<file path="src/rtl/apb_arb_pkg.sv">
// Shared types and constants for the APB bridge arbiter slice.
package apb_arb_pkg;

  typedef enum logic [2:0] {
    IDLE = 3'd0,
    ADDR = 3'd1,
    DATA = 3'd2,
    DONE = 3'd3,
    ERR  = 3'd4
  } state_t;

  localparam int AW_DEF = 32;
  localparam int DW_DEF = 32;

  // The counter must be able to hold TIMEOUT itself.
  function automatic int cnt_width(input int timeout);
    return $clog2(timeout + 1);
  endfunction

endpackage

</file>
<file path="src/rtl/rr_pick.sv">
// Combinational round-robin picker: first set request after ptr, wrapping.
module rr_pick #(
  parameter int NREQ = 4,
  parameter int PW   = (NREQ > 1) ? $clog2(NREQ) : 1
) (
  input  logic [NREQ-1:0] req,
  input  logic [PW-1:0]   ptr,
  output logic [NREQ-1:0] pick,
  output logic [PW-1:0]   index,
  output logic            any
);

  // Walk from the farthest candidate back toward ptr+1 so the nearest set bit wins.
  always_comb begin
    int idx_s;
    index = '0;
    any   = 1'b0;
    for (int k = NREQ; k >= 1; k--) begin
      idx_s = int'(ptr) + k;
      idx_s = (idx_s >= NREQ) ? (idx_s - NREQ) : idx_s;
      index = req[idx_s] ? PW'(idx_s) : index;
      any   = any | req[idx_s];
    end
    pick = any ? (NREQ'(1) << index) : '0;
  end

endmodule

</file>
<file path="src/rtl/apb_bridge_arbiter.sv">
// Round-robin arbiter sharing one AHB-to-APB bridge controller among NREQ requesters.
module apb_bridge_arbiter
  import apb_arb_pkg::*;
#(
  parameter int NREQ    = 4,
  parameter int AW      = AW_DEF,
  parameter int DW      = DW_DEF,
  parameter int TIMEOUT = 255
) (
  input  logic             Hclk,
  input  logic             Hreset,
  input  logic [NREQ-1:0]    req,
  input  logic [NREQ-1:0]    req_write,
  input  logic [NREQ*AW-1:0] req_addr,
  input  logic [NREQ*DW-1:0] req_wdata,
  output logic [NREQ-1:0]  gnt,
  output logic [NREQ-1:0]  done,
  output logic [NREQ-1:0]  err,
  output logic [DW-1:0]    rdata,
  output logic             br_valid,
  output logic             br_write,
  output logic [AW-1:0]    br_addr,
  output logic [DW-1:0]    br_wdata,
  input  logic             br_ready,
  input  logic [DW-1:0]    br_rdata
);

  localparam int PW = (NREQ > 1) ? $clog2(NREQ) : 1;
  localparam int CW = cnt_width(TIMEOUT);

  state_t          state_r, state_s;
  logic [PW-1:0]   ptr_r;
  logic [CW-1:0]   cnt_r;
  logic [NREQ-1:0] gnt_r, done_r, err_r;
  logic [DW-1:0]   rdata_r;
  logic            br_valid_r, br_write_r;
  logic [AW-1:0]   br_addr_r;
  logic [DW-1:0]   br_wdata_r;
  logic [NREQ-1:0] pick_s;
  logic [PW-1:0]   idx_s;
  logic            any_s;

  rr_pick #(.NREQ(NREQ), .PW(PW)) u_pick (
    .req   (req),
    .ptr   (ptr_r),
    .pick  (pick_s),
    .index (idx_s),
    .any   (any_s)
  );

  // Next-state logic.
  always_comb begin
    state_s = state_r;
    case (state_r)
      IDLE: begin
        if (any_s) state_s = ADDR;
        else       state_s = IDLE;
      end
      ADDR: state_s = DATA;
      DATA: begin
        if (br_ready)                         state_s = DONE;
        else if (cnt_r == CW'(TIMEOUT - 1))   state_s = ERR;
        else                                  state_s = DATA;
      end
      DONE:    state_s = IDLE;
      ERR:     state_s = IDLE;
      default: state_s = IDLE;
    endcase
  end

  // State, latched request and registered outputs.
  always_ff @(posedge Hclk) begin
    if (Hreset) begin
      state_r    <= IDLE;
      ptr_r      <= PW'(NREQ - 1);
      cnt_r      <= '0;
      gnt_r      <= '0;
      done_r     <= '0;
      err_r      <= '0;
      rdata_r    <= '0;
      br_valid_r <= 1'b0;
      br_write_r <= 1'b0;
      br_addr_r  <= '0;
      br_wdata_r <= '0;
    end else begin
      state_r <= state_s;
      case (state_r)
        IDLE: begin
          if (any_s) begin
            gnt_r      <= pick_s;
            ptr_r      <= idx_s;
            cnt_r      <= '0;
            br_valid_r <= 1'b1;
            br_write_r <= req_write[idx_s];
            br_addr_r  <= req_addr[int'(idx_s)*AW +: AW];
            br_wdata_r <= req_wdata[int'(idx_s)*DW +: DW];
          end
        end
        ADDR: br_valid_r <= 1'b0;
        DATA: begin
          if (br_ready) begin
            done_r <= gnt_r;
            // Writes leave the last captured read data untouched.
            if (!br_write_r) rdata_r <= br_rdata;
          end else if (cnt_r == CW'(TIMEOUT - 1)) begin
            err_r <= gnt_r;
          end else begin
            cnt_r <= cnt_r + CW'(1);
          end
        end
        DONE, ERR: begin
          done_r     <= '0;
          err_r      <= '0;
          gnt_r      <= '0;
          cnt_r      <= '0;
          br_write_r <= 1'b0;
          br_addr_r  <= '0;
          br_wdata_r <= '0;
        end
        default: begin
          gnt_r      <= '0;
          done_r     <= '0;
          err_r      <= '0;
          br_valid_r <= 1'b0;
        end
      endcase
    end
  end

  assign gnt      = gnt_r;
  assign done     = done_r;
  assign err      = err_r;
  assign rdata    = rdata_r;
  assign br_valid = br_valid_r;
  assign br_write = br_write_r;
  assign br_addr  = br_addr_r;
  assign br_wdata = br_wdata_r;

endmodule

</file>
<file path="config.mk">
export PLATFORM = sky130hd
export DESIGN_NAME = apb_bridge_arbiter
export DESIGN_NICKNAME = d
export VERILOG_FILES = /design/src/rtl/apb_arb_pkg.sv /design/src/rtl/rr_pick.sv /design/src/rtl/apb_bridge_arbiter.sv
export SDC_FILE = /design/constraint.sdc
export NUM_CORES = 1
export LEC_CHECK = 0
export CAP_MARGIN = 40
export CORE_ASPECT_RATIO = 0.7
export CORE_MARGIN = 4
export CORE_UTILIZATION = 25
export DETAILED_ROUTE_END_ITERATION = 10
export SLEW_MARGIN = 25
export SYNTH_ARGS = -nofsm -noshare
export SYNTH_HDL_FRONTEND = slang
export SYNTH_SLANG_ARGS = --single-unit
</file>
<file path="constraint.sdc">
create_clock -name Hclk -period 2.8 [get_ports Hclk]
set_clock_uncertainty 0.1 [all_clocks]
set_input_delay 0.84 -clock Hclk [delete_from_list [all_inputs] [get_ports Hclk]]
set_output_delay 0.84 -clock Hclk [all_outputs]
set_load 0.03 [all_outputs]
</file>
==> results of run 1 <==
[synthesized netlist by cell type (all sizes together), types with 2 or more instances]
cell type,n,area (sq um)
a32oi,67,587
nand3,9,50.1
or2,4,25.0
nor2b,4,25.0
or4,3,26.3
a22o,4,35.0
nor3,4,20.0
nand2b,7,43.8
clkbuf,18,67.6
nor4,2,18.8
dfxtp,123,2460
buf,41,287
ha,2,25.0
nand2,74,278
o21ai,6,30.0
or3,6,37.5
a21o,4,30.0
o21a,3,30.0
mux2i,67,671
nor2,14,55.1
and2,3,18.8
o221ai,65,569
nand4,3,18.8
a21oi,50,258
inv,69,259
[how the worst max path moves through the flow]
| stage | startpoint | endpoint | slack, ns | cells after the start |
|---|---|---|---|---|
| 3_3_place_gp | req[3] | br_wdata[23] | -0.27 | 7 |
| 4_1_cts | req[3] | br_wdata[26] | 0.07 | 7 |
| 2_1_floorplan | req[1] | br_write | 0.47 | 7 |
| 5_1_grt | req[1] | br_wdata[18] | 0.05 | 8 |
| 3_5_place_dp | req[3] | br_wdata[26] | -0.36 | 7 |
| 6_report | req[1] | br_wdata[18] | 0.16 | 8 |
[layout by cell type (no fill, tap or decap), types with 5 or more instances in the layout]
cell	Yosys	layout
a21oi_1	48	48
a32oi_1	67	67
buf_12	0	17
buf_4	0	33
clkbuf_16	0	17
clkdlybuf4s50_1	0	407
dfxtp_1	123	123
inv_1	69	69
inv_6	0	6
mux2i_1	67	67
nand2_1	74	74
nand2b_1	7	5
nand3_1	8	8
nor2_1	13	12
o21ai_0	6	6
o221ai_1	65	65
or3_1	6	6
[logic make-up after synthesis]
kind of cell	count (synthesis)	synth area share (%)
AO/OA/AOI/OAI	204	26.5
AND/OR/NAND/NOR	135	10.6
buffers and inverters	128	10.2
flip-flops	123	41.0
multiplexers	67	11.2
adder cells (fa/ha/maj)	2	0.417
XOR/XNOR	1	0.146
[power groups by stage]
stage	clock (uW)	combinational [uW]	sequential, uW
floorplan	0	672	2480
global placement	0	2220	2130
detailed placement	0	2220	2130
CTS	2400	2230	2100
global route	2480	2340	2120
finish	2340	2220	2100
[flip-flops by register name, summed over array words and instances, names as in the netlist]
signal and cells:
br_addr 32, br_wdata 32, gnt 4, rdata 32
ptr_r 2, br_valid 1, done 4, err 4
cnt_r 8, state_r 3, br_write 1
[critical path, stage by stage]
cell and delay (ns):
clkdlybuf4s50_1 0.48, or4_4 0.59, nand3_2 0.12, a211oi_4 0.07, buf_4 0.17, buf_12 0.15
a32oi_1 0.24, o221ai_1 0.15
[metal layers]
| metal | global-route usage (%) | up-vias | routed length [um] |
|---|---|---|---|
| met5 | 0 | - | 0 |
| met4 | 4.48 | 0 | 345 |
| met3 | 6.33 | 22 | 2080 |
| met2 | 29.2 | 264 | 12500 |
| met1 | 24.5 | 3200 | 11700 |
| li1 | - | 3307 | - |
[stage by stage]
stage	util (%)	hold slack [ns]
after floorplan	-	0.350
after global placement	45.3	0.341
after global routing	48.0	0.369
after detailed placement	45.3	0.348
final	48.0	0.352
after CTS	47.9	0.356
[area by class of cell]
type	count	area share (%)
repair buffers	458	41.1
multi-input cells	409	26.0
flip-flops and latches	123	21.7
clock buffers	17	3.75
well taps	318	3.50
inverters	69	2.28
clock inverters	15	1.65
[repair_timing]
action | CTS | global route
hold buffers | 0 | 0
setup buffers | 0 | 3
endpoints found under the setup margin | 0 | 34
==> key figures, run 1 <==
Cells and area
  • Area of the multi-input gates: 2960 sq um
  • Diode count: 0
  • Reg area: 2460 sq um
  • Layout cells sized above 1: 9.07%
  • Synthesis-to-finish area growth: 89.1%
  • Fin area: 11,400 sq um
  • # fillers: 2,259
  • Final #Nets: 1,379
  • Final std cells w/o fill: 1,409

Power and ir drop
  • Psw: 2150 uW
  • Logic pwr share: 33.3%
  • Overall Power: 6660 uW
  • Seq pwr share: 31.5%
  • Clock share of power: 35.2%
  • Power Density: 586 nW/um^2
  • Worst vdd ir: 0.000397 V
  • Net switching share of the total power: 32.3%
  • Leakage power figure: 0.00442 uW
  • Cell-internal power: 4500 uW

Route
  • DRC: 0
  • Post-DRT Antenna Nets: 0
  • 1st-pass router iterations: 5
  • Vias: 6,793
  • Drt wl/cell: 18.8 um
  • WL final: 26,500 um
  • Routed vias/inst: 4.82
  • Initial DRC count: 193

Hold path
  • Worst hold path type: reg2reg
  • Hold EP: rdata[18]
  • Hold path cells: 2
  • Hold path startpoint: rdata[18]

Die
  • Chip Height: 138 um
  • Rows: 47
  • Initial core utilization: 25.4%
  • Ports: 409
  • Core outline area: 23,600 sq um
  • Chip Width: 193 um
  • Die area: 26,600 sq um

Critical path
  • Worst R2R End: br_wdata[4]
  • Maximum fanout along the worst path: 26
  • CP Launch Type: primary input
  • CP arrival: 2.83 ns
  • R2r startpoint: state_r[0]
  • CP Class: in2reg
  • Critical Path RT: 2.99 ns
  • Reg2reg path depth: 6
  • Worst Setup End Kind: flip-flop
  • R2r setup slk: 0.73 ns

STA
  • Final setup vio count: 0
  • Period minus WS final: 2.64 ns
  • Max transition margin: 64.4%
  • Final hold vios: 0
  • RSZ-0062 raised after global routing: no
  • Final worst slack: 0.162 ns
  • Max-slew violation count: 0
  • Fin crit share: 94.2%
  • Setup TNS: 0 ns
  • Worst-margin pin slew: 0.534 ns
  • Achievable Freq: 379 MHz

Synthesis
  • Number of unique standard cell types used by synthesis: 41
  • Seq/Total Area, Yosys: 41.0%
  • Top FF cell, synth: dfxtp_1
  • Synth Instances: 660
  • Number of synthesized flops with an enable pin: 0
  • Netlist Area Pre-Place: 6010 sq um
  • Post-synth ARST share: 0%
  • Syn Area/Cell: 9.10 sq um
  • Yosys reg bits: 123
  • Syn nets: 961
  • Yosys warning count: 0

Placed design
  • Setup slack at placement: -0.359 ns
  • DP Cell Count: 1,374
  • Final RePlAce weighted congestion: 0.850
  • DP Area: 10,700 sq um
  • PortBufs: 408
  • HPWL after detailed placement: 20,300 um

Clocking
  • Post_cts resized: 0
  • CTS buffer count: 17
  • H-tree levels: 4
  • Root Driver: clkbuf_16
  • CTS sink cnt: 123
  • Worst-case clock buffer depth: 2
  • Clock transition at the registers of the reported paths: 0.06 ns
  • Clk_lat worst skew: 0.42 ns
  • CTS tree: done

Global route
  • Gr usage total: 18.5%
  • Number of global-route vias before repair: 6,553
  • Largest net degree at the start of global routing: 50
  • Initial antenna violation count: 0
  • Gr ovfl total: 0
  • First-pass GRT wire length: 38,700 um

Status
  • Status: finished, final reports clean

Run
  • Count of maximum capacitance violations: 0
(Power assumes the default switching activity.)
==> run 2: changes to the inputs <==
--- a/config.mk
+++ b/config.mk
@@ -10,7 +10,8 @@
 export CORE_MARGIN = 4
 export CORE_UTILIZATION = 25
 export DETAILED_ROUTE_END_ITERATION = 10
-export SLEW_MARGIN = 25
+export HOLD_SLACK_MARGIN = 0.06
+export SLEW_MARGIN = 20
 export SYNTH_ARGS = -nofsm -noshare
 export SYNTH_HDL_FRONTEND = slang
 export SYNTH_SLANG_ARGS = --single-unit
==> results of run 2 <==
Same layout as run 1: the final DEF is identical, and so are final timing and power.
==> run 3: changes to the inputs <==
--- a/config.mk
+++ b/config.mk
@@ -5,7 +5,7 @@
 export SDC_FILE = /design/constraint.sdc
 export NUM_CORES = 1
 export LEC_CHECK = 0
-export CAP_MARGIN = 40
+export CAP_MARGIN = 20
 export CORE_ASPECT_RATIO = 0.7
 export CORE_MARGIN = 4
 export CORE_UTILIZATION = 25
==> results of run 3 <==
Same layout as run 1: the final DEF is identical, and so are final timing and power.
